==> src/rtl/key_debounce_if.sv <==
// Key debounce bus: raw pushbutton pins in, conditioned level and strobes out.
interface key_debounce_if #(
    parameter int NUM_KEYS = 3
);
    logic [NUM_KEYS-1:0] key_raw;
    logic [NUM_KEYS-1:0] key_level;
    logic [NUM_KEYS-1:0] press_pulse;
    logic [NUM_KEYS-1:0] release_pulse;
    logic [NUM_KEYS-1:0] repeat_pulse;

    // Board / consumer side: drives the pins, observes the conditioned outputs.
    modport master (
        output key_raw,
        input  key_level, press_pulse, release_pulse, repeat_pulse
    );

    // Debouncer side.
    modport slave (
        input  key_raw,
        output key_level, press_pulse, release_pulse, repeat_pulse
    );
endinterface

==> src/rtl/key_debounce.sv <==
// Pushbutton debouncer: per-key 2-flop synchronizer, debounce FSM and
// hold/auto-repeat timer. key_level feeds the keys PIO in_port; the strobes
// serve hardware consumers that bypass the PIO.

// One key: synchronizer, debounce counter, FSM and hold/repeat timer.
module key_debounce_lane #(
    parameter int ACTIVE_LOW      = 1,
    parameter int DEBOUNCE_CYCLES = 500000,
    parameter int REPEAT_EN       = 1,
    parameter int HOLD_CYCLES     = 25000000,
    parameter int REPEAT_CYCLES   = 5000000,
    parameter int CNT_W           = 25
) (
    input  logic clk,
    input  logic reset,
    input  logic i_raw,
    output logic o_level,
    output logic o_press,
    output logic o_release,
    output logic o_repeat
);
    localparam logic             RAW_IDLE  = (ACTIVE_LOW != 0);
    localparam logic [CNT_W-1:0] DB_LAST   = CNT_W'(DEBOUNCE_CYCLES - 1);
    localparam logic [CNT_W-1:0] HOLD_LAST = CNT_W'(HOLD_CYCLES - 1);
    localparam logic [CNT_W-1:0] REP_LAST  = CNT_W'(REPEAT_CYCLES - 1);
    localparam logic [CNT_W-1:0] CNT_ONE   = CNT_W'(1);

    typedef enum logic [1:0] {IDLE, P_WAIT, PRESSED, R_WAIT} state_t;

    logic             r_sync1, r_sync2;
    state_t           r_state;
    logic [CNT_W-1:0] r_dcnt;
    logic [CNT_W-1:0] r_hcnt;
    logic             r_rep_phase;
    logic             r_level, r_press, r_release, r_repeat;
    logic             w_s;
    logic             w_hold_hit;

    // Normalized sample: 1 means pressed regardless of pin polarity.
    assign w_s        = r_sync2 ^ RAW_IDLE;
    // First strobe after the long hold, then the shorter repeat period.
    assign w_hold_hit = r_rep_phase ? (r_hcnt == REP_LAST) : (r_hcnt == HOLD_LAST);

    // Two-flop synchronizer; resets to the released pin level.
    always_ff @(posedge clk or posedge reset) begin
        if (reset) begin
            r_sync1 <= RAW_IDLE;
            r_sync2 <= RAW_IDLE;
        end else begin
            r_sync1 <= i_raw;
            r_sync2 <= r_sync1;
        end
    end

    // Debounce FSM with hold/repeat timer; all outputs registered, strobes one cycle.
    always_ff @(posedge clk or posedge reset) begin
        if (reset) begin
            r_state     <= IDLE;
            r_dcnt      <= '0;
            r_hcnt      <= '0;
            r_rep_phase <= 1'b0;
            r_level     <= 1'b0;
            r_press     <= 1'b0;
            r_release   <= 1'b0;
            r_repeat    <= 1'b0;
        end else begin
            r_press   <= 1'b0;
            r_release <= 1'b0;
            r_repeat  <= 1'b0;
            case (r_state)
                IDLE: begin
                    if (w_s) begin
                        r_state <= P_WAIT;
                        r_dcnt  <= '0;
                    end
                end
                P_WAIT: begin
                    if (!w_s) begin
                        r_state <= IDLE;
                    end else if (r_dcnt == DB_LAST) begin
                        r_state     <= PRESSED;
                        r_level     <= 1'b1;
                        r_press     <= 1'b1;
                        r_hcnt      <= '0;
                        r_rep_phase <= 1'b0;
                    end else begin
                        r_dcnt <= r_dcnt + CNT_ONE;
                    end
                end
                PRESSED: begin
                    if (!w_s) begin
                        // hcnt is left frozen so a rejected release glitch resumes the hold.
                        r_state <= R_WAIT;
                        r_dcnt  <= '0;
                    end else if (REPEAT_EN != 0) begin
                        if (w_hold_hit) begin
                            r_repeat    <= 1'b1;
                            r_hcnt      <= '0;
                            r_rep_phase <= 1'b1;
                        end else begin
                            r_hcnt <= r_hcnt + CNT_ONE;
                        end
                    end
                end
                R_WAIT: begin
                    if (w_s) begin
                        r_state <= PRESSED;
                    end else if (r_dcnt == DB_LAST) begin
                        r_state     <= IDLE;
                        r_level     <= 1'b0;
                        r_release   <= 1'b1;
                        r_hcnt      <= '0;
                        r_rep_phase <= 1'b0;
                    end else begin
                        r_dcnt <= r_dcnt + CNT_ONE;
                    end
                end
                default: r_state <= IDLE;
            endcase
        end
    end

    assign o_level   = r_level;
    assign o_press   = r_press;
    assign o_release = r_release;
    assign o_repeat  = (REPEAT_EN != 0) ? r_repeat : 1'b0;
endmodule

// Top: one independent lane per key.
module key_debounce #(
    parameter int NUM_KEYS        = 3,
    parameter int ACTIVE_LOW      = 1,
    parameter int DEBOUNCE_CYCLES = 500000,
    parameter int REPEAT_EN       = 1,
    parameter int HOLD_CYCLES     = 25000000,
    parameter int REPEAT_CYCLES   = 5000000,
    parameter int CNT_W           = 25
) (
    input  logic          clk,
    input  logic          reset,
    key_debounce_if.slave bus
);
    logic [NUM_KEYS-1:0] w_level;
    logic [NUM_KEYS-1:0] w_press;
    logic [NUM_KEYS-1:0] w_release;
    logic [NUM_KEYS-1:0] w_repeat;

    for (genvar g = 0; g < NUM_KEYS; g++) begin : g_lane
        key_debounce_lane #(
            .ACTIVE_LOW      (ACTIVE_LOW),
            .DEBOUNCE_CYCLES (DEBOUNCE_CYCLES),
            .REPEAT_EN       (REPEAT_EN),
            .HOLD_CYCLES     (HOLD_CYCLES),
            .REPEAT_CYCLES   (REPEAT_CYCLES),
            .CNT_W           (CNT_W)
        ) u_lane (
            .clk       (clk),
            .reset     (reset),
            .i_raw     (bus.key_raw[g]),
            .o_level   (w_level[g]),
            .o_press   (w_press[g]),
            .o_release (w_release[g]),
            .o_repeat  (w_repeat[g])
        );
    end

    assign bus.key_level     = w_level;
    assign bus.press_pulse   = w_press;
    assign bus.release_pulse = w_release;
    assign bus.repeat_pulse  = w_repeat;
endmodule

==> src/flat_wrapper.sv <==
// flat-port wrapper written by rule: the top's interface ports become plain ports
module key_debounce_flat 
#(
    parameter int NUM_KEYS        = 3,
    parameter int ACTIVE_LOW      = 1,
    parameter int DEBOUNCE_CYCLES = 500000,
    parameter int REPEAT_EN       = 1,
    parameter int HOLD_CYCLES     = 25000000,
    parameter int REPEAT_CYCLES   = 5000000,
    parameter int CNT_W           = 25
)
  (clk, reset, bus_key_raw, bus_key_level, bus_press_pulse, bus_release_pulse, bus_repeat_pulse);
  key_debounce_if #(.NUM_KEYS(NUM_KEYS)) bus_i ();
  input  logic clk;
  input  logic reset;
  input wire logic [$bits(bus_i.key_raw)-1:0] bus_key_raw;
  output wire logic [$bits(bus_i.key_level)-1:0] bus_key_level;
  output wire logic [$bits(bus_i.press_pulse)-1:0] bus_press_pulse;
  output wire logic [$bits(bus_i.release_pulse)-1:0] bus_release_pulse;
  output wire logic [$bits(bus_i.repeat_pulse)-1:0] bus_repeat_pulse;
  assign bus_i.key_raw = bus_key_raw;
  assign bus_key_level = bus_i.key_level;
  assign bus_press_pulse = bus_i.press_pulse;
  assign bus_release_pulse = bus_i.release_pulse;
  assign bus_repeat_pulse = bus_i.repeat_pulse;
  key_debounce #(.NUM_KEYS(NUM_KEYS), .ACTIVE_LOW(ACTIVE_LOW), .DEBOUNCE_CYCLES(DEBOUNCE_CYCLES), .REPEAT_EN(REPEAT_EN), .HOLD_CYCLES(HOLD_CYCLES), .REPEAT_CYCLES(REPEAT_CYCLES), .CNT_W(CNT_W)) u_core (.clk(clk), .reset(reset), .bus(bus_i));
endmodule
==> config.mk <==
export PLATFORM = sky130hd
export DESIGN_NAME = key_debounce_flat
export DESIGN_NICKNAME = d
export VERILOG_FILES = /design/src/rtl/key_debounce_if.sv /design/src/rtl/key_debounce.sv /design/src/flat_wrapper.sv
export SDC_FILE = /design/constraint.sdc
export NUM_CORES = 1
export LEC_CHECK = 0
export ABC_AREA = 0
export CORE_MARGIN = 3
export CORE_UTILIZATION = 25
export CTS_CLUSTER_SIZE = 25
export DETAILED_ROUTE_END_ITERATION = 10
export SETUP_SLACK_MARGIN = 0.2
export SKIP_CTS_REPAIR_TIMING = 1
export SLEW_MARGIN = 25
export SYNTH_ARGS = -nofsm -noshare
export SYNTH_HDL_FRONTEND = slang
export SYNTH_HIERARCHICAL = 1
export SYNTH_SLANG_ARGS = --single-unit
==> constraint.sdc <==
create_clock -name clk -period 2.14 [get_ports clk]
set_input_delay 0.214 -clock clk [delete_from_list [all_inputs] [get_ports clk]]
set_output_delay 0.214 -clock clk [all_outputs]
set_load 0.02 [all_outputs]
# Yosys cells after proc, flatten, opt, wreduce, memory -nomap -nowiden
# Cells that the tools add are included.
# W data, S select, Z words.
[word_totals]
ramBits = 0
romBits = 0
mem_count = 0
reg_bits = 177
word_cells = 225
latchBits = 0
[classes]
muxes = 117
n_mul = 0
magnitude_cmp = 0
shift = 0
n_bitwise = 0
addsub = 6
eq_ne = 48
n_div = 0
n_reduce_logical = 24
[ops]
columns = ["cell", "count"]
rows = [
  ["$mux W25", 30],
  ["$pmux W25 S4", 3],
  ["$pmux W25 S3", 3],
  ["$add A25 B1 Y25 const B", 6],
  ["$eq A25 B19 Y1 const B", 3],
  ["$eq A25 B23 Y1 const B", 3],
  ["$eq A25 B25 Y1 const B", 3],
  ["$mux W1", 54],
  ["$ne A2 B2 Y1 const B", 24],
  ["$mux W2", 18],
  ["$reduce_and A4 Y1", 9],
  ["$reduce_and A5 Y1", 6],
  ["$pmux W2 S4", 3],
  ["$ne A3 B3 Y1 const B", 6],
  ["$eq A2 B2 Y1 const B", 6],
  ["$pmux W1 S3", 3],
  ["$reduce_bool A3 Y1", 3],
  ["$eq A2 B1 Y1 const B", 3],
  ["$logic_not A2 Y1", 3],
  ["$pmux W1 S2", 3],
  ["$reduce_bool A2 Y1", 3],
]

# Logic depth before layout (Yosys ltp)
# Gate-level depths: netlist of the first run.
[depth]
ltp_word = 5
ltp_mapped = 9
mapped_depth_nobuf = 7

# By module
# Netlist of the first run, hierarchy kept.
[modules_own_cells]
columns = ["module", "area_each_um2", "n_inst", "cells_per_inst", "seq_area_each_um2"]
rows = [
  ["key_debounce_lane at u_core.g_lane[0].u_lane ...", 3789.9, 2, 425, 1478.9],
  ["key_debounce_lane at u_core.g_lane[2].u_lane", 3463.3, 1, 390, 1478.9],
]

# Least setup slack after synthesis of the first run
# No wires, ideal clock.
[synth_path]
kind = "reg2reg"
startpoint = "register u_core.g_lane[0].u_lane.r_dcnt[5]"
endpoint = "register u_core.g_lane[0].u_lane.r_hcnt[0]"
t_arrival_ps = 2181
setup_time_ps = 125
n_path_buf = 2
path_slack_ps = -166
stages_incl_launch_ff = 8
t_required_ps = 2015
path_cell_list = "dfrtp_1 -> or4b_1 -> buf_2 -> or3_4 -> nor3_4 -> buf_6 -> nor2_1 -> mux2_2"
[synth_between]
elab_chain_len = 4
elab_cells_between_ends = 5
[synth_rtl]
columns = ["element", "line", "rtl"]
rows = [
  ["start, declared", "key_debounce.sv:32", "logic [CNT_W-1:0] r_dcnt;"],
  ["start signal, assigned", "key_debounce.sv:87", "r_dcnt <= r_dcnt + CNT_ONE;"],
  ["start signal, assigned", "key_debounce.sv:115", "r_dcnt <= r_dcnt + CNT_ONE;"],
  ["$eq A25 B19 Y1 *", "key_debounce.sv:80, key_debounce.sv:108", ""],
  ["$mux W25 *", "n/a", ""],
  ["$mux W25, on equally long branches", "n/a", ""],
  ["$pmux W25 S3 *", "n/a", ""],
  ["end signal, assigned", "key_debounce.sv:101", "r_hcnt <= r_hcnt + CNT_ONE;"],
  ["end, declared", "key_debounce.sv:33", "logic [CNT_W-1:0] r_hcnt;"],
]
# Every way passes the cells marked *; elsewhere a longest branch is shown, timed or not. The select of a mux whose other input is x is not followed.
# A chain may end at the register's enable or synchronous reset.

# Final worst setup path of the first run
[layout_path]
startpoint = "register u_core.g_lane[0].u_lane.r_dcnt[8]"
endpoint = "register u_core.g_lane[0].u_lane.r_dcnt[18]"
[layout_between]
elab_chain_len = 4
elab_cells_between_ends = 6
[layout_rtl]
columns = ["element", "line", "rtl"]
rows = [
  ["$add A25 B1 Y25 / $eq A25 B19 Y1 (equally long branches)", "n/a", ""],
  ["$mux W25 *", "key_debounce.sv:80, key_debounce.sv:108", ""],
  ["$mux W25, on equally long branches", "key_debounce.sv:106, key_debounce.sv:78", ""],
  ["$pmux W25 S4 *", "key_debounce.sv:70", "case (r_state)"],
]
# Marked as above.

==> metrics.log, run 1 <==
INFO  metric yosys_register_bits = 177
INFO  metric antenna_cells_inserted = 0
INFO  metric drc = 0
INFO  metric io_buffers = 16
INFO  metric r2r_cells = 9
INFO  metric run_status = finished, violations left
INFO  metric floorplan.die.width = 216 um
INFO  metric timing.final.max_slew_violations = 0
INFO  metric cellPowerDensity = 427 nW/um^2
INFO  metric cts.clk_slew.worst_paths = 70 ps
INFO  metric timing_worst_slew_pin_value = 528 ps
INFO  metric yosys.area_share.adder = 0.00680
INFO  metric seq_power_share = 0.500
INFO  metric synthMostInstantiatedCell = dfrtp_1
INFO  metric place.detailed.hpwl = 21200 um
INFO  metric cts.path.max_buffers = 2
INFO  metric final_nets = 1489
INFO  metric synth-xor-area-share = 0.0276
INFO  metric layout_min_cycle_time = 2260 ps
INFO  metric synth.top_cells.by_count = dfrtp_1, nand2_1, nor2_1
INFO  metric synth_top_cell_area_share = 0.387
INFO  metric grt_util_met2 = 0.209
INFO  metric critical_path.startpoint_type = register
INFO  metric antenna_violating_nets_post_route = 0
INFO  metric power.switching_fraction = 0.244
INFO  metric hold_slack = 185 ps
INFO  metric share_clk_of_total_power = 0.453
INFO  metric detailed_place.area = 13400 sq um
INFO  metric layout.cell_area.non_filler = 15900 sq um
INFO  metric core_area = 43400 sq um
INFO  metric synthesis.yosys.warnings = 6
INFO  metric finalWeightedCongestion = 0.889
INFO  metric drt_pre_antenna_iters = 5
INFO  metric worstHoldPathType = primary input to register
INFO  metric area.growth.synth_to_final = 44.4%
INFO  metric final_min_period_over_clock_period = 1.05
INFO  metric root_buffer = clkbuf_16
INFO  metric synthMuxAreaShare = 0.00872
INFO  metric fin_skew = 18.4 ps
INFO  metric leading_register_cell_type_out_of_synthesis = dfrtp_1
INFO  metric grt.overflow.total = 0
INFO  metric final.setup.worst_slack = -117 ps
INFO  metric via_count = 10996
INFO  metric endpoint_kind = register
INFO  metric max_freq = 0.443 GHz
INFO  metric setup_viol = 44
INFO  metric netlist_top_cells_area = dfrtp_1, nand2_1, nor2_1
INFO  metric avgViaCountPerCell = 5.30
INFO  metric synth-edff-count = 0
INFO  metric worstPathCellList = nor4b_4 > buf_4 > and4_1 > buf_6 > buf_6 > a21o_4 > clkbuf_16 > or4b_1 > a21oi_1
INFO  metric max_stage_delay = 520 ps
INFO  metric antenna_found_initial = 0
INFO  metric p_int = 5.15 mW
INFO  metric synthSimpleGateAreaFrac = 0.276
INFO  metric synth.lib_cells_used.distinct = 79
INFO  metric total_switching_power = 1.66 mW
INFO  metric synth.cell_area = 11000 sq um
INFO  metric largest_family_of_logic_cells_by_synthesized_area = simple AND/OR/NAND/NOR gates
INFO  metric timing.critical_path.required = 2500 ps
INFO  metric tritoncts = done
INFO  metric postRouteWirelength = 33300 um
INFO  metric min_path_cells = 1
INFO  metric grt.total_usage = 0.128
INFO  metric htree_num_levels = 4
INFO  metric grt_first_pass_wirelength = 50700 um
INFO  metric power_leakage = 6.30 nW
INFO  metric avgRoutedWirePerCell = 16.1 um
INFO  metric grt_start_max_net_pins = 60
INFO  metric design.die.area = 46700 sq um
INFO  metric syn_inst = 1240
INFO  metric fraction_of_synthesis_flops_using_an_asynchronous_set_or_reset_pin = 1.00
INFO  metric die_h = 216 um
INFO  metric clock_sink_count = 177
INFO  metric clk_latency = 450 ps
INFO  metric worstPathMaxFanout = 7
INFO  metric top_usage_layer = met2
INFO  metric timing.slew.headroom = 0.645
INFO  metric totalPowerFinal = 6.81 mW
INFO  metric arrival = 2620 ps
INFO  metric floorplan.io_pins = 17
INFO  metric tritoncts_buffer_count = 17
INFO  metric global_route.usage.met1 = 0.174
INFO  metric synth_area_leader_cell = dfrtp_1
INFO  metric initial_utilization = 0.255
INFO  metric critical_path.slowest_cell = or4b_1
INFO  metric critical_path_class = register to register
INFO  metric syn_nets = 1251
INFO  metric irDropWorstVdd = 0.372 mV
INFO  metric grt_use_met3 = 0.0216
INFO  metric comb_power_share = 0.047
INFO  metric synth.avg_cell_area = 8.91 sq um
INFO  metric violations = negative setup slack
INFO  metric seq_area_frac_synth = 0.402
INFO  metric rsz0062_at_grt = yes
INFO  metric critPathMostFrequentCell = buf_6
INFO  metric max_cap_viol_count = 0
INFO  metric drt_iter0_markers = 904
INFO  metric compound_gate_fraction_of_synth_area = 0.224
INFO  metric grt_pass1_vias = 10154
INFO  metric finalHoldViolations = 0
INFO  metric core.rowCount = 76
INFO  metric final_layout_size_suffix_gt1_frac = 0.384
==> layout make-up <==
class / instances / area (sq um)
well taps: 585 / 732
clock buffers: 19 / 443
clock inverters: 13 / 129
fillers: 4251 / 27400
repair buffers: 300 / 2840
inverters: 56 / 213
flip-flops and latches: 177 / 4450
multi-input cells: 926 / 7140
==> metrics by stage <==
step                setup WS, ps  std cells  utilization  TNS (ps)
global placement            -154       1978        0.309     -3090
CTS                         -229       2010        0.322     -7180
floorplan                   -117       1240            -     -3890
global route                -208       2076        0.368     -5840
finish                      -117       2076        0.368     -1590
detailed placement          -198       1978        0.309     -5980
==> layer usage <==
metal,share of wire,up-vias
li1,-,5205
met1,0.45,5473
met2,0.49,275
met3,0.043,43
met4,0.017,0
met5,0,-
==> final timing paths <==
| path | from | endpoint | slack [ps] |
|---|---|---|---|
| worst max register to register | u_core/g_lane[0].u_lane/r_dcnt[8]$_DFFE_PP0P_ | u_core/g_lane[0].u_lane/r_dcnt[18]$_DFFE_PP0P_ | -120 |
| min in group asynchronous | reset | u_core/g_lane[1].u_lane/o_level$_DFFE_PP0P_ | 310 |
| max in group asynchronous | reset | u_core/g_lane[1].u_lane/r_dcnt[7]$_DFFE_PP0P_ | 1340 |
| worst max-delay path | u_core/g_lane[0].u_lane/r_dcnt[8]$_DFFE_PP0P_ | u_core/g_lane[0].u_lane/r_dcnt[18]$_DFFE_PP0P_ | -120 |
| worst min register to register | u_core/g_lane[1].u_lane/r_sync1$_DFF_PP1_ | u_core/g_lane[1].u_lane/r_sync2$_DFF_PP1_ | 360 |
| worst min-delay path | bus_key_raw[1] | u_core/g_lane[1].u_lane/r_sync1$_DFF_PP1_ | 190 |
==> critical path: cells and delay by family, from the launching register on <==
family,cells,cell delay [ps]
compound gates,2,350
buf+inv,4,570
flops,1,390
simple gates,3,860
==> power by group through the flow <==
| stage | clock network (mW) | logic (mW) | registers [mW] |
|---|---|---|---|
| 3_5_place_dp | 0 | 0.285 | 3.47 |
| 2_1_floorplan | 0 | 0.146 | 3.47 |
| 5_1_grt | 3.33 | 0.357 | 3.41 |
| 6_report | 3.09 | 0.319 | 3.41 |
| 4_1_cts | 3.20 | 0.286 | 3.40 |
| 3_3_place_gp | 0 | 0.279 | 3.47 |
==> registers in the layout, indices dropped and copies added, names as in the netlist, named ones only <==
signal and count:
u_core/g_lane.u_lane/o_repeat 3, u_core/g_lane.u_lane/r_state 3, u_core/g_lane.u_lane/r_hcnt 75, u_core/g_lane.u_lane/o_level 3, u_core/g_lane.u_lane/r_rep_phase 3, u_core/g_lane.u_lane/r_sync1 3
u_core/g_lane.u_lane/r_sync2 3, u_core/g_lane.u_lane/r_dcnt 75, u_core/g_lane.u_lane/o_press 3, u_core/g_lane.u_lane/o_release 3
==> logic make-up after synthesis <==
group	count (synthesis)
XOR/XNOR	34
adder cells (fa/ha/maj)	6
AND/OR/NAND/NOR	533
flip-flops	177
multiplexers	9
AO/OA/AOI/OAI	343
buffers and inverters	138
==> placed cells by master, fill, tap and decap left out, types with 10 or more instances in the layout <==
master	netlist	routed
or4_1	20	10
and3_1	24	22
nand2_1	97	89
and4_1	14	10
and2_1	18	18
o2111ai_1	22	10
o2111ai_2	0	11
o211ai_1	23	23
or3_1	22	16
xnor2_1	23	20
a31oi_1	41	28
o21ai_0	47	27
nand4_1	47	47
nand3_1	57	53
or4_4	1	11
o31ai_1	15	12
clkbuf_16	0	23
a211oi_2	20	36
a21oi_1	61	42
a211o_1	16	14
buf_12	0	16
nor3_1	43	39
clkdlybuf4s50_1	0	16
inv_1	56	51
nand2b_1	13	12
a21oi_2	0	17
buf_6	5	56
dfrtp_1	171	160
o21ai_1	16	18
buf_4	5	202
xor2_1	10	10
nor2_1	84	80
o21ai_2	0	18
nor4_1	26	15
dfrtp_2	0	11
Power figures use the tool's default switching activity.
==> run 2, diff against run 1 <==
==> constraint.sdc (replaced) <==
create_clock -name clk -period 2.4 [get_ports clk]
set_input_delay 0.24 -clock clk [delete_from_list [all_inputs] [get_ports clk]]
set_output_delay 0.24 -clock clk [all_outputs]
set_load 0.02 [all_outputs]
==> run 2 against run 1 <==
Net effect: the flow now finishes without violations; non-clock buffer count shrank 125; sequential share of layout area grew 3.3 points; worst hold slack gained 14 ps; design area shrank 11%; critical path depth shrank 2; clock-buffer cell count shrank 2; sequential power shrank 11%; worst setup slack gained 200 ps; wire length shrank 6.5%; first-iteration DRC count shrank 7.6%; via count shrank 5.2%; critical path type unchanged; largest cell class unchanged; largest power group unchanged; highest routed layer unchanged.
==> metrics.log, run 2 (synthesized netlist as in run 1, its figures left out) <==
INFO  metric critical_path.startpoint_type = register
INFO  metric floorplan.io_pins = 17 (unchanged)
INFO  metric avgRoutedWirePerCell = 16.0 um (-0.49%)
INFO  metric rsz0062_at_grt = yes
INFO  metric setup_viol = 0 (-100%)
INFO  metric cts.path.max_buffers = 2 (unchanged)
INFO  metric root_buffer = clkbuf_16
INFO  metric grt_pass1_vias = 9588 (-5.6%)
INFO  metric grt_start_max_net_pins = 60 (unchanged)
INFO  metric drt_iter0_markers = 835 (-7.6%)
INFO  metric drc = 0 (unchanged)
INFO  metric totalPowerFinal = 6.29 mW (-7.7%)
INFO  metric arrival = 2670 ps (+50 ps)
INFO  metric fin_skew = 16.8 ps (-1.63 ps)
INFO  metric power.switching_fraction = 0.244 (about the same)
INFO  metric top_usage_layer = met2
INFO  metric final_nets = 1364 (-8.4%)
INFO  metric cellPowerDensity = 442 nW/um^2 (+3.3%)
INFO  metric power_leakage = 5.55 nW (-12%)
INFO  metric postRouteWirelength = 31200 um (-6.5%)
INFO  metric timing.critical_path.required = 2750 ps (+250 ps)
INFO  metric grt.overflow.total = 0 (unchanged)
INFO  metric layout.core_utilization = 0.328 (-0.0392)
INFO  metric timing_worst_slew_pin_value = 733 ps (+205 ps)
INFO  metric comb_power_share = 0.034 (-0.013)
INFO  metric hold_slack = 199 ps (+13.8 ps)
INFO  metric p_int = 4.76 mW (-7.7%)
INFO  metric setup-tns-final = 0 ps (+1590 ps)
INFO  metric grt_util_met2 = 0.200 (-0.00871)
INFO  metric core.rowCount = 76 (unchanged)
INFO  metric tritoncts_buffer_count = 17 (unchanged)
INFO  metric avgViaCountPerCell = 5.34 (+0.84%)
INFO  metric layout_commonest_cell = dfrtp_1
INFO  metric die_h = 216 um (unchanged)
INFO  metric worstHoldPathType = primary input to register
INFO  metric max_freq = 0.431 GHz (-2.6%)
INFO  metric worstPathMaxFanout = 8 (+1)
INFO  metric htree_num_levels = 4 (unchanged)
INFO  metric drt_pre_antenna_iters = 8 (+3)
INFO  metric grt.total_usage = 0.124 (-0.00424)
INFO  metric grt_first_pass_wirelength = 49000 um (-3.5%)
INFO  metric floorplan.die.width = 216 um (unchanged)
INFO  metric largestRegisters = u_core/g_lane.u_lane/r_dcnt: 75 flops, u_core/g_lane.u_lane/r_hcnt: 75 flops
INFO  metric layout_min_cycle_time = 2320 ps (+61.3 ps)
INFO  metric most-common-layout-cells = dfrtp_1, buf_4, nand2_1
INFO  metric final_min_period_over_clock_period = 0.966 (-0.0888)
INFO  metric via_count = 10421 (-5.2%)
INFO  metric tritoncts = done
INFO  metric design.die.area = 46700 sq um (unchanged)
INFO  metric finalWeightedCongestion = 0.864 (-2.9%)
INFO  metric timing.final.max_slew_violations = 0 (unchanged)
INFO  metric finalHoldViolations = 0 (unchanged)
INFO  metric io_buffers = 16 (unchanged)
INFO  metric grt_use_met3 = 0.0179 (-0.00365)
INFO  metric core_area = 43400 sq um (unchanged)
INFO  metric endpoint_kind = register
INFO  metric irDropWorstVdd = 0.526 mV (+41%)
INFO  metric antenna_cells_inserted = 0 (unchanged)
INFO  metric final_layout_size_suffix_gt1_frac = 0.231 (-0.153)
INFO  metric seq_power_share = 0.485 (-0.015)
INFO  metric max_cap_viol_count = 0 (unchanged)
INFO  metric antenna_found_initial = 0 (unchanged)
INFO  metric global_route.usage.met1 = 0.168 (-0.00558)
INFO  metric total_switching_power = 1.53 mW (-7.7%)
INFO  metric share_clk_of_total_power = 0.481 (+0.028)
INFO  metric critical_path_class = register to register
INFO  metric initial_utilization = 0.255 (unchanged)
INFO  metric antenna_violating_nets_post_route = 0 (unchanged)
INFO  metric run_status = completed
INFO  metric clock_sink_count = 177 (unchanged)
INFO  metric timing.slew.headroom = 0.510 (-0.135)
INFO  metric place.detailed.hpwl = 19700 um (-7.1%)
INFO  metric area.growth.synth_to_final = 29.0%
INFO  metric cts.clk_slew.worst_paths = 80 ps (about the same)
INFO  metric clk_latency = 460 ps (about the same)
run 2: changes by cell type in the layout (fill, tap and decap cells not counted), sizes merged:
cell      before  now
nand2         99  100
bufinv         1    3
nor2          86   85
buf          278  152
inv           59   63
clkinvlp       5    2
clkinv         4    3
clkbuf        25   24
run 2: path summary, 6_finish.rpt:
kind | startpoint | end | slack, ps | cells after the start
setup reg to reg | u_core/g_lane[1].u_lane/r_dcnt[5]$_DFFE_PP0P_ | u_core/g_lane[1].u_lane/r_hcnt[0]$_DFFE_PP0P_ | 80 | 7
hold / removal | bus_key_raw[1] | u_core/g_lane[1].u_lane/r_sync1$_DFF_PP1_ | 200 | 1
setup / recovery | u_core/g_lane[1].u_lane/r_dcnt[5]$_DFFE_PP0P_ | u_core/g_lane[1].u_lane/r_hcnt[0]$_DFFE_PP0P_ | 80 | 7
hold reg to reg | u_core/g_lane[0].u_lane/r_sync1$_DFF_PP1_ | u_core/g_lane[0].u_lane/r_sync2$_DFF_PP1_ | 360 | 0
max in group asynchronous | reset | u_core/g_lane[2].u_lane/r_hcnt[9]$_DFFE_PP0P_ | 1400 | 3
min in group asynchronous | reset | u_core/g_lane[1].u_lane/r_dcnt[23]$_DFFE_PP0P_ | 270 | 2
run 2: final cells by class:
cell class	instances	area (sq um)
clock inverters	15	196
fillers	4397	29100
clock buffers	17	425
flip-flops and latches	177	4440
well taps	585	732
multi-input cells	926	6490
inverters	56	210
repair buffers	175	1750
run 2: per-stage QoR:
step           setup WS, ps  cell area, sq um  std cells
6_report               81.4             14200       1951
5_1_grt                7.91             14200       1951
4_1_cts                19.5             13100       1900
3_5_place_dp           30.9             12500       1868
3_3_place_gp           56.5             12500       1868
2_1_floorplan           143             11000       1240
run 2: critical path: stages (launching register included):
cell and delay, ps:
dfrtp_1 380, or4b_4 580, or3_4 420, nor3_4 210
buf_6 130, buf_12 150, nor2_1 70, mux2_2 260
run 2: power by group through the flow:
stage / sequential (mW) / combinational (mW) / clock (mW)
after floorplan: 3.09 / 0.130 / 0
after global placement: 3.10 / 0.213 / 0
after detailed placement: 3.10 / 0.217 / 0
after CTS: 3.04 / 0.217 / 3.12
after global routing: 3.05 / 0.245 / 3.23
final: 3.05 / 0.216 / 3.03
run 2: routing by layer:
metal  wire, um  vias to the layer above
met1      14300                     5148
met5          0                        -
met4        566                        0
met2      15000                      272
li1           -                     4965
met3       1300                       36
==> run 3, diff against run 2 <==
--- a/config.mk
+++ b/config.mk
@@ -10,7 +10,7 @@
 export CORE_UTILIZATION = 25
 export CTS_CLUSTER_SIZE = 25
 export DETAILED_ROUTE_END_ITERATION = 10
-export SETUP_SLACK_MARGIN = 0.2
+export SETUP_SLACK_MARGIN = 0.4
 export SKIP_CTS_REPAIR_TIMING = 1
 export SLEW_MARGIN = 25
 export SYNTH_ARGS = -nofsm -noshare
==> constraint.sdc (replaced) <==
create_clock -name clk -period 2.1 [get_ports clk]
set_input_delay 0.21 -clock clk [delete_from_list [all_inputs] [get_ports clk]]
set_output_delay 0.21 -clock clk [all_outputs]
set_load 0.02 [all_outputs]
==> run 3 against run 2 <==
Net effect: the flow now finishes with violations (negative setup slack); sequential share of layout area is 4.1 points lower; worst setup slack worse by 330 ps; die area stayed put; non-clock buffer count is 148 higher.
==> metrics.log, run 3 (synthesized netlist as in run 1, its figures left out) <==
INFO  metric run_status = finished, violations left
INFO  metric violations = negative setup slack
INFO  metric total_switching_power = 1.71 mW (+12%)
INFO  metric fin_skew = 11.5 ps (-5.32 ps)
INFO  metric setup_viol = 64 (+64)
INFO  metric rsz0062_at_grt = yes
INFO  metric final_layout_size_suffix_gt1_frac = 0.409 (+0.178)
INFO  metric comb_power_share = 0.045 (+0.011)
INFO  metric timing.critical_path.required = 2440 ps (-310 ps)
INFO  metric avgViaCountPerCell = 5.26 (-1.4%)
INFO  metric most-common-layout-cells = buf_4, dfrtp_1, nand2_1
INFO  metric worstHoldPathType = primary input to register
INFO  metric antenna_cells_inserted = 0 (unchanged)
INFO  metric drc = 0 (unchanged)
INFO  metric tritoncts_buffer_count = 17 (unchanged)
INFO  metric root_buffer = clkbuf_16
INFO  metric critical_path_class = register to register
INFO  metric layout_min_cycle_time = 2350 ps (+34.6 ps)
INFO  metric floorplan.io_pins = 17 (unchanged)
INFO  metric final.setup.worst_slack = -253 ps (-335 ps)
INFO  metric place.detailed.hpwl = 21500 um (+9.0%)
INFO  metric critical_path.slowest_cell = or4b_4
INFO  metric grt_start_max_net_pins = 60 (unchanged)
INFO  metric core_area = 43400 sq um (unchanged)
INFO  metric endpoint_kind = register
INFO  metric drt_iter0_markers = 829 (-0.72%)
INFO  metric max_cap_viol_count = 0 (unchanged)
INFO  metric largestRegisters = u_core/g_lane.u_lane/r_dcnt: 75 flops, u_core/g_lane.u_lane/r_hcnt: 75 flops
INFO  metric grt.total_usage = 0.130 (+0.00619)
INFO  metric via_count = 11056 (+6.1%)
INFO  metric timing_worst_slew_pin_value = 547 ps (-186 ps)
INFO  metric final_min_period_over_clock_period = 1.12 (+0.154)
INFO  metric crit_buf_inv = 2 (unchanged)
INFO  metric avgRoutedWirePerCell = 16.2 um (+1.2%)
INFO  metric share_clk_of_total_power = 0.471 (-0.010)
INFO  metric timing.slew.headroom = 0.634 (+0.124)
INFO  metric grt_first_pass_wirelength = 51300 um (+4.9%)
INFO  metric power_leakage = 6.63 nW (+19%)
INFO  metric htree_num_levels = 4 (unchanged)
INFO  metric finalNonFillerCells = 2100 (+7.6%)
INFO  metric kind_of_cell_adding_the_most_delay_to_the_critical_path = simple AND/OR/NAND/NOR gates
INFO  metric place.detailed.instances = 1998 (+7.0%)
INFO  metric irDropWorstVdd = 0.604 mV (+15%)
INFO  metric cellPowerDensity = 436 nW/um^2 (-1.2%)
INFO  metric area.growth.synth_to_final = 48.8%
INFO  metric finalWeightedCongestion = 0.862 (-0.23%)
INFO  metric grt.overflow.total = 0 (unchanged)
INFO  metric layout_commonest_cell = buf_4
INFO  metric final_nets = 1513 (+11%)
INFO  metric arrival = 2690 ps (+20 ps)
INFO  metric postRouteWirelength = 34000 um (+8.9%)
INFO  metric die_h = 216 um (unchanged)
INFO  metric clk_latency = 450 ps (about the same)
INFO  metric power.switching_fraction = 0.239 (-0.00484)
INFO  metric antenna_violating_nets_post_route = 0 (unchanged)
INFO  metric cts.path.max_buffers = 2 (unchanged)
INFO  metric placement_setup_slack = -214 ps (-245 ps)
INFO  metric floorplan.die.width = 216 um (unchanged)
INFO  metric cts.clk_slew.worst_paths = 70 ps (about the same)
INFO  metric initial_utilization = 0.255 (unchanged)
INFO  metric worstPathCellList = or4b_4 > or3_4 > nor3_4 > buf_6 > clkbuf_16 > nor2_4 > mux2_4
INFO  metric drt_pre_antenna_iters = 8 (unchanged)
INFO  metric max_stage_delay = 590 ps (about the same)
INFO  metric timing.final.max_slew_violations = 0 (unchanged)
INFO  metric design.die.area = 46700 sq um (unchanged)
INFO  metric antenna_found_initial = 0 (unchanged)
INFO  metric seq_power_share = 0.484 (about the same)
INFO  metric max_freq = 0.425 GHz (-1.5%)
INFO  metric final.fill_count = 4274 (-2.8%)
INFO  metric grt_pass1_vias = 10364 (+8.1%)
INFO  metric io_buffers = 16 (unchanged)
INFO  metric layout.core_utilization = 0.379 (+0.0505)
INFO  metric critical_path.startpoint_type = register
INFO  metric worstPathMaxFanout = 7 (-1)
INFO  metric tritoncts = done
INFO  metric p_int = 5.46 mW (+15%)
INFO  metric core.rowCount = 76 (unchanged)
INFO  metric clock_sink_count = 177 (unchanged)
INFO  metric finalHoldViolations = 0 (unchanged)
run 3: power by group through the flow:
stage	clock network, mW	logic, mW	registers [mW]
after detailed placement	0	0.288	3.53
after floorplan	0	0.153	3.54
final	3.38	0.320	3.47
after CTS	3.48	0.289	3.47
after global placement	0	0.281	3.53
after global routing	3.63	0.362	3.47
run 3: cell type report:
class	instances	area (sq um)	area share
Sequential cell	177	4460	0.271
Clock buffer	18	429	0.0261
Inverter	56	210	0.0128
Tap cell	585	732	0.0445
Multi-Input combinational cell	927	7370	0.449
Timing Repair Buffer	323	3050	0.186
Clock inverter	14	178	0.0108
run 3: per-stage QoR:
stage                     cell area [sq um]  TNS, ps  power [mW]  hold slack [ps]
after floorplan                       11300    -5810        3.69              214
after global placement                13700    -5860        3.81              347
after detailed placement              13700    -8160        3.82              347
after CTS                             14400    -9510        7.24              153
after global routing                  16400   -14630        7.46              150
final                                 16400    -9320        7.17              167
run 3: final timing paths:
kind,startpoint,to,slack (ps),depth (start not counted)
max,u_core/g_lane[0].u_lane/r_dcnt[24]$_DFFE_PP0P_,u_core/g_lane[0].u_lane/r_hcnt[0]$_DFFE_PP0P_,-250,7
min,bus_key_raw[2],u_core/g_lane[2].u_lane/r_sync1$_DFF_PP1_,170,1
max reg2reg,u_core/g_lane[0].u_lane/r_dcnt[24]$_DFFE_PP0P_,u_core/g_lane[0].u_lane/r_hcnt[0]$_DFFE_PP0P_,-250,7
min reg2reg,u_core/g_lane[0].u_lane/r_sync1$_DFF_PP1_,u_core/g_lane[0].u_lane/r_sync2$_DFF_PP1_,360,0
max in group asynchronous,reset,u_core/g_lane[1].u_lane/r_sync1$_DFF_PP1_,1430,3
min in group asynchronous,reset,u_core/g_lane[2].u_lane/r_hcnt[15]$_DFFE_PP0P_,270,3
run 3: layer usage:
layer  global-route usage  wire length (um)
met1                0.175             15100
met2                0.215             16700
met3               0.0182              1360
met4               0.0425               796
met5                    0                 0
